--- src/rtl/code_fetch.sv ---
// code_fetch: instruction fetch stage between the code RAM and core decode.
//   Walks the PC forward one word per cycle, accounts for the RAM's one-cycle
//   synchronous read latency with a single in-flight tag, and queues fetched
//   words in a small prefetch FIFO that decode drains over valid/ready.
//   A redirect flushes the FIFO, drops any in-flight word and restarts at
//   redirect_pc.
// Ports:
//   clock, reset           single clock, synchronous active-high reset
//   running                1 = new fetches may be issued
//   redirect_valid/_pc     flush and restart fetching at redirect_pc
//   ram_addr               code RAM address (registered fetch PC)
//   ram_read               RAM data for the address presented last cycle
//   instr_valid/_data/_pc  FIFO head offered to decode
//   instr_ready            decode takes the head this cycle
module code_fetch #(
   parameter int                    WIDTH      = 16,
   parameter int                    ADDR_WIDTH = 16,
   parameter int                    DEPTH      = 4,
   parameter logic [ADDR_WIDTH-1:0] RESET_PC   = '0
) (
   input  logic                  clock,
   input  logic                  reset,
   input  logic                  running,
   input  logic                  redirect_valid,
   input  logic [ADDR_WIDTH-1:0] redirect_pc,
   output logic [ADDR_WIDTH-1:0] ram_addr,
   input  logic [WIDTH-1:0]      ram_read,
   output logic                  instr_valid,
   output logic [WIDTH-1:0]      instr_data,
   output logic [ADDR_WIDTH-1:0] instr_pc,
   input  logic                  instr_ready
);

   localparam int PTR_W = (DEPTH > 1) ? $clog2(DEPTH) : 1;
   localparam int CNT_W = $clog2(DEPTH + 1);

   typedef struct packed {
      logic [WIDTH-1:0]      data;
      logic [ADDR_WIDTH-1:0] pc;
   } entry_t;

   logic [ADDR_WIDTH-1:0] fetch_pc_q, fetch_pc_d;
   logic                  pending_q, pending_d;
   logic [ADDR_WIDTH-1:0] pending_pc_q, pending_pc_d;
   entry_t [DEPTH-1:0]    fifo_q, fifo_d;
   logic [PTR_W-1:0]      rd_ptr_q, rd_ptr_d;
   logic [PTR_W-1:0]      wr_ptr_q, wr_ptr_d;
   logic [CNT_W-1:0]      count_q, count_d;

   logic                  pop;
   logic                  push;
   logic                  issue;
   logic [CNT_W:0]        credit;

   always_comb begin
      pop    = (count_q != '0) && instr_ready;
      push   = pending_q;
      // Occupancy once this cycle settles, counting the word still in the
      // RAM pipe; issuing only below DEPTH means a push never meets a full FIFO.
      credit = {1'b0, count_q} + {{CNT_W{1'b0}}, pending_q} - {{CNT_W{1'b0}}, pop};
      issue  = running && !redirect_valid && (credit < (CNT_W+1)'(DEPTH));

      fetch_pc_d   = fetch_pc_q;
      pending_d    = 1'b0;
      pending_pc_d = pending_pc_q;
      fifo_d       = fifo_q;
      rd_ptr_d     = rd_ptr_q;
      wr_ptr_d     = wr_ptr_q;
      count_d      = count_q;

      if (redirect_valid) begin
         // Flush wins over everything; a pop this cycle has already been
         // taken by decode, the in-flight word is simply never written.
         fetch_pc_d = redirect_pc;
         rd_ptr_d   = '0;
         wr_ptr_d   = '0;
         count_d    = '0;
      end else begin
         if (issue) begin
            pending_d    = 1'b1;
            pending_pc_d = fetch_pc_q;
            fetch_pc_d   = fetch_pc_q + ADDR_WIDTH'(1);
         end
         if (push) begin
            fifo_d[wr_ptr_q] = '{data: ram_read, pc: pending_pc_q};
            wr_ptr_d         = wr_ptr_q + PTR_W'(1);
         end
         if (pop) begin
            rd_ptr_d = rd_ptr_q + PTR_W'(1);
         end
         case ({push, pop})
            2'b10:   count_d = count_q + CNT_W'(1);
            2'b01:   count_d = count_q - CNT_W'(1);
            default: count_d = count_q;
         endcase
      end
   end

   always_ff @(posedge clock) begin
      if (reset) begin
         fetch_pc_q   <= RESET_PC;
         pending_q    <= 1'b0;
         pending_pc_q <= '0;
         fifo_q       <= '0;
         rd_ptr_q     <= '0;
         wr_ptr_q     <= '0;
         count_q      <= '0;
      end else begin
         fetch_pc_q   <= fetch_pc_d;
         pending_q    <= pending_d;
         pending_pc_q <= pending_pc_d;
         fifo_q       <= fifo_d;
         rd_ptr_q     <= rd_ptr_d;
         wr_ptr_q     <= wr_ptr_d;
         count_q      <= count_d;
      end
   end

   // ram_addr comes straight from a flop: no path from ready/redirect.
   assign ram_addr    = fetch_pc_q;
   assign instr_valid = (count_q != '0);
   assign instr_data  = fifo_q[rd_ptr_q].data;
   assign instr_pc    = fifo_q[rd_ptr_q].pc;

endmodule

--- config.mk ---
export PLATFORM = sky130hd
export DESIGN_NAME = code_fetch
export DESIGN_NICKNAME = d
export VERILOG_FILES = /design/src/rtl/code_fetch.sv
export SDC_FILE = /design/constraint.sdc
export NUM_CORES = 1
export LEC_CHECK = 0
export BUFFER_PORTS_ARGS = -buffer_cell sky130_fd_sc_hd__buf_4
export CORE_MARGIN = 1
export CORE_UTILIZATION = 30
export DETAILED_ROUTE_END_ITERATION = 12
export PLACE_DENSITY_LB_ADDON = 0.3
export SLEW_MARGIN = 10
export SYNTH_ARGS = -nofsm -noshare
export SYNTH_HDL_FRONTEND = slang
export SYNTH_SLANG_ARGS = --single-unit
--- constraint.sdc ---
create_clock -name clock -period 3.1 [get_ports clock]
set_input_delay 0.31 -clock clock [delete_from_list [all_inputs] [get_ports clock]]
set_output_delay 0.31 -clock clock [all_outputs]
set_load 0.005 [all_outputs]
==> summary.md <==
| Metric | Value |
|---|---|
| Status | `complete, no violations` |
| Data arrival, critical path | `3.06 ns` |
| Fin crit share | `88.0%` |
| 1st-pass router iterations | `5` |
| DRC | `0` |
| WL final | `18900 µm` |
| Clk root buf | `clkbuf_16` |
| Worst vdd ir | `0.000386 V` |
| DRT antenna net count | `0` |
| Placed cell areas | `0.00805 mm²` |
| Worst Path Required | `3.43 ns` |
| Critical path class | `reg2reg` |
| Worst Setup End Kind | `flip-flop` |
| Share of layout cells above drive strength 1 | `18.6%` |
| Synth Warn # | `0` |
| Largest net degree at the start of global routing | `66` |
| Design area | `0.00861 mm²` |
| Nets | `946` |
| Hold path startpoint | `redirect_pc[3]` |
| Worst Hold Class | `in2reg` |
| # IOs | `86` |
| Lkg Pwr | `0.00290 µW` |
| Port bufs | `85` |
| Mapped cell area | `0.00710 mm²` |
| Initial antenna violation count | `0` |
| Avg Cell Area, Syn | `8.43 µm²` |
| Die Wd | `156 µm` |
| First-pass GRT wire length | `30800 µm` |
| Initial Util | `31.0%` |
| Hold-fix buffers at CTS | `0` |
| CP Max Fanout | `13` |
| CTS Buf Count | `17` |
| Setup Skew | `0.00575 ns` |
| Total track usage | `16.2%` |
| Worst skew pair latency | `0.42 ns` |
| Flop2flop setup slack | `0.37 ns` |
| Grt total ovfl | `0` |
| Register area share after synthesis | `47.3%` |
| Count of final setup violators | `0` |
| Max-cap viol count | `0` |
| RR Startpoint | `count_q[0]$_SDFFE_PP0P_` |
| Reg2reg end | `ram_addr[14]$_SDFFE_PP0P_` |
| Die area | `0.0243 mm²` |
| Wire length per cell | `15.4 µm` |
| Global placer's final weighted congestion | `0.773` |
| Bufs on Longest Clock Path | `2` |
| Setup TNS | `0 ns` |
| Cell variety after synth | `48` |
| Hpwl dp | `11900 µm` |
| Clock-pin slew on the worst setup and hold paths | `0.06 ns` |
| CTS tree | `yes` |
| Reg2reg path depth | `9` |
| Minimum clock period | `2.73 ns` |
| Core ar. | `0.0229 mm²` |
| EDFF count, synth | `0` |
| P&R area growth vs syn | `21.2%` |
| Syn_nets | `888` |
| Via count | `6022` |
| TritonCTS Sinks | `168` |
| Pwr per Cell Area | `526 mW/mm²` |
| Async SR Flop Fraction | `0%` |
| Antenna cells | `0` |
| Max Slew Vio Count | `0` |
| Via/cell ratio | `4.92` |
| CTS H-tree depth | `4` |
| Final hold vios | `0` |
| Setup crit start | `count_q[0]$_SDFFE_PP0P_` |
| DRT iter0 DRCs | `446` |
| Number of global-route vias before repair | `5713` |
| Setup crit end | `ram_addr[14]$_SDFFE_PP0P_` |
| Normalized max-slew margin | `53.2%` |
| RSZ-0062 raised after global routing | `no` |
| Synth Register Bits | `168` |
| Filler cells | `2376` |
| Most used DFF post-synth | `dfxtp_1` |
| CTS resizes | `0` |
| Startpoint Class | `flip-flop` |
| Peak Freq | `0.367 GHz` |
| Setup repair bufs after CTS | `0` |
| Cell Count, Final, Fillers Out | `1224` |
| Worst Tran Pin Value | `0.702 ns` |
| Num rows | `55` |
| Cells after DPL | `1195` |
| Die Y | `156 µm` |
| Synthesized instance count | `843` |
-- per-layer routing --
metal | GRT usage [%] | vias to the layer above | routed length [µm]
li1 | - | 2983 | -
met1 | 22.7 | 2860 | 9030
met2 | 25.3 | 165 | 8650
met3 | 3.19 | 14 | 991
met4 | 4.81 | 0 | 228
met5 | 0 | - | 0
-- stage by stage --
step | power (µW) | setup slack [ns] | utilization (%) | hold slack (ns)
detailed placement | 2510 | 0.385 | 35.1 | 0.444
global route | 4690 | 0.148 | 37.6 | 0.144
CTS | 4570 | 0.369 | 37.6 | 0.134
global placement | 2510 | 0.447 | 35.1 | 0.439
finish | 4530 | 0.373 | 37.6 | 0.148
floorplan | 2390 | 0.643 | - | 0.433
-- synth_stat cells (all sizes together), types with 2 or more instances --
cell type / count / area share, %
a21oi: 145 / 10
dfxtp: 168 / 47
nand3: 10 / 0.70
inv: 11 / 0.58
a31oi: 3 / 0.26
o21ai: 8 / 0.56
xnor2: 6 / 0.74
mux2i: 3 / 0.48
nor3: 2 / 0.14
buf: 9 / 0.56
a311oi: 8 / 0.99
clkbuf: 53 / 2.8
nor2: 18 / 0.95
mux4: 32 / 10
a211oi: 3 / 0.32
or4: 2 / 0.21
and2: 4 / 0.35
nand2: 305 / 16
and3: 5 / 0.44
nor4: 2 / 0.18
nand4: 4 / 0.35
o31ai: 3 / 0.51
nor3b: 2 / 0.21
a211o: 2 / 0.25
or3: 2 / 0.18
ha: 7 / 1.2
or2: 2 / 0.18
a31o: 2 / 0.25
nor2b: 5 / 0.44
o2111a: 3 / 0.48
-- report_power, final --
group / total (µW) / switching, µW / internal (µW) / leakage (µW)
clock: 2070 / 807 / 1260 / 0.000276
combinational: 231 / 130 / 101 / 0.00127
sequential: 2230 / 45.8 / 2190 / 0.00136
total: 4530 / 983 / 3550 / 0.00290
-- placed cells by master, fill, tap and decap left out, types with 4 or more instances in the layout --
cell type / count
ha_1: 7
nor2_1: 18
xnor2_1: 6
buf_4: 99
and2_1: 4
mux4_2: 32
o21ai_0: 8
clkbuf_16: 17
nand2_1: 305
clkbuf_1: 5
and3_1: 5
a21oi_1: 145
clkbuf_8: 4
a311oi_1: 8
nor2b_1: 5
nand4_1: 4
inv_1: 11
dfxtp_1: 166
nand3_1: 10
-- layout make-up --
| type | instances | area, µm² | share of cell area (%) |
|---|---|---|---|
| inverters | 12 | 45.0 | 0.523 |
| multi-input cells | 601 | 3460 | 40.2 |
| well taps | 313 | 392 | 4.55 |
| repair buffers | 101 | 783 | 9.10 |
| clock inverters | 3 | 65.1 | 0.756 |
| clock buffers | 26 | 499 | 5.80 |
| flip-flops and latches | 168 | 3370 | 39.1 |
-- sequential cells by signal, indices dropped and copies added, names as in the netlist --
register      cells
fifo_q          128
pending_pc_q     16
ram_addr         16
count_q           3
rd_ptr_q          2
wr_ptr_q          2
pending_q         1
-- critical path: stages (launching register included) --
cell      delay (ns)
dfxtp_1         0.44
inv_1           0.13
nand3_1         0.15
nand3_1         0.09
ha_1            0.30
nand2_1         0.05
o311a_2         0.40
mux2i_2         0.27
or4_1           0.54
a311oi_1        0.26
-- cells by family (layout without fill, tap and decap cells) --
kind of cell	after synthesis	in the layout	synth area share, %
buf+inv	74	142	4.00
flops	168	168	47.3
fa+ha+maj	8	8	1.51
mux	36	36	10.8
compound gates	183	183	14.6
simple gates	367	367	20.9
xor+xnor	7	7	0.863
-- how the worst min path moves through the flow --
stage	end	slack, ns	cells past startpoint
6_report	ram_addr[3]$_SDFFE_PP0P_	0.15	2
5_1_grt	ram_addr[3]$_SDFFE_PP0P_	0.14	2
4_1_cts	ram_addr[3]$_SDFFE_PP0P_	0.13	2
3_5_place_dp	fifo_q[34]$_SDFFE_PP0P_	0.44	2
3_3_place_gp	fifo_q[100]$_SDFFE_PP0P_	0.44	2
2_1_floorplan	fifo_q[32]$_SDFFE_PP0P_	0.43	2
Note: power is estimated with default switching activity, not from simulation.
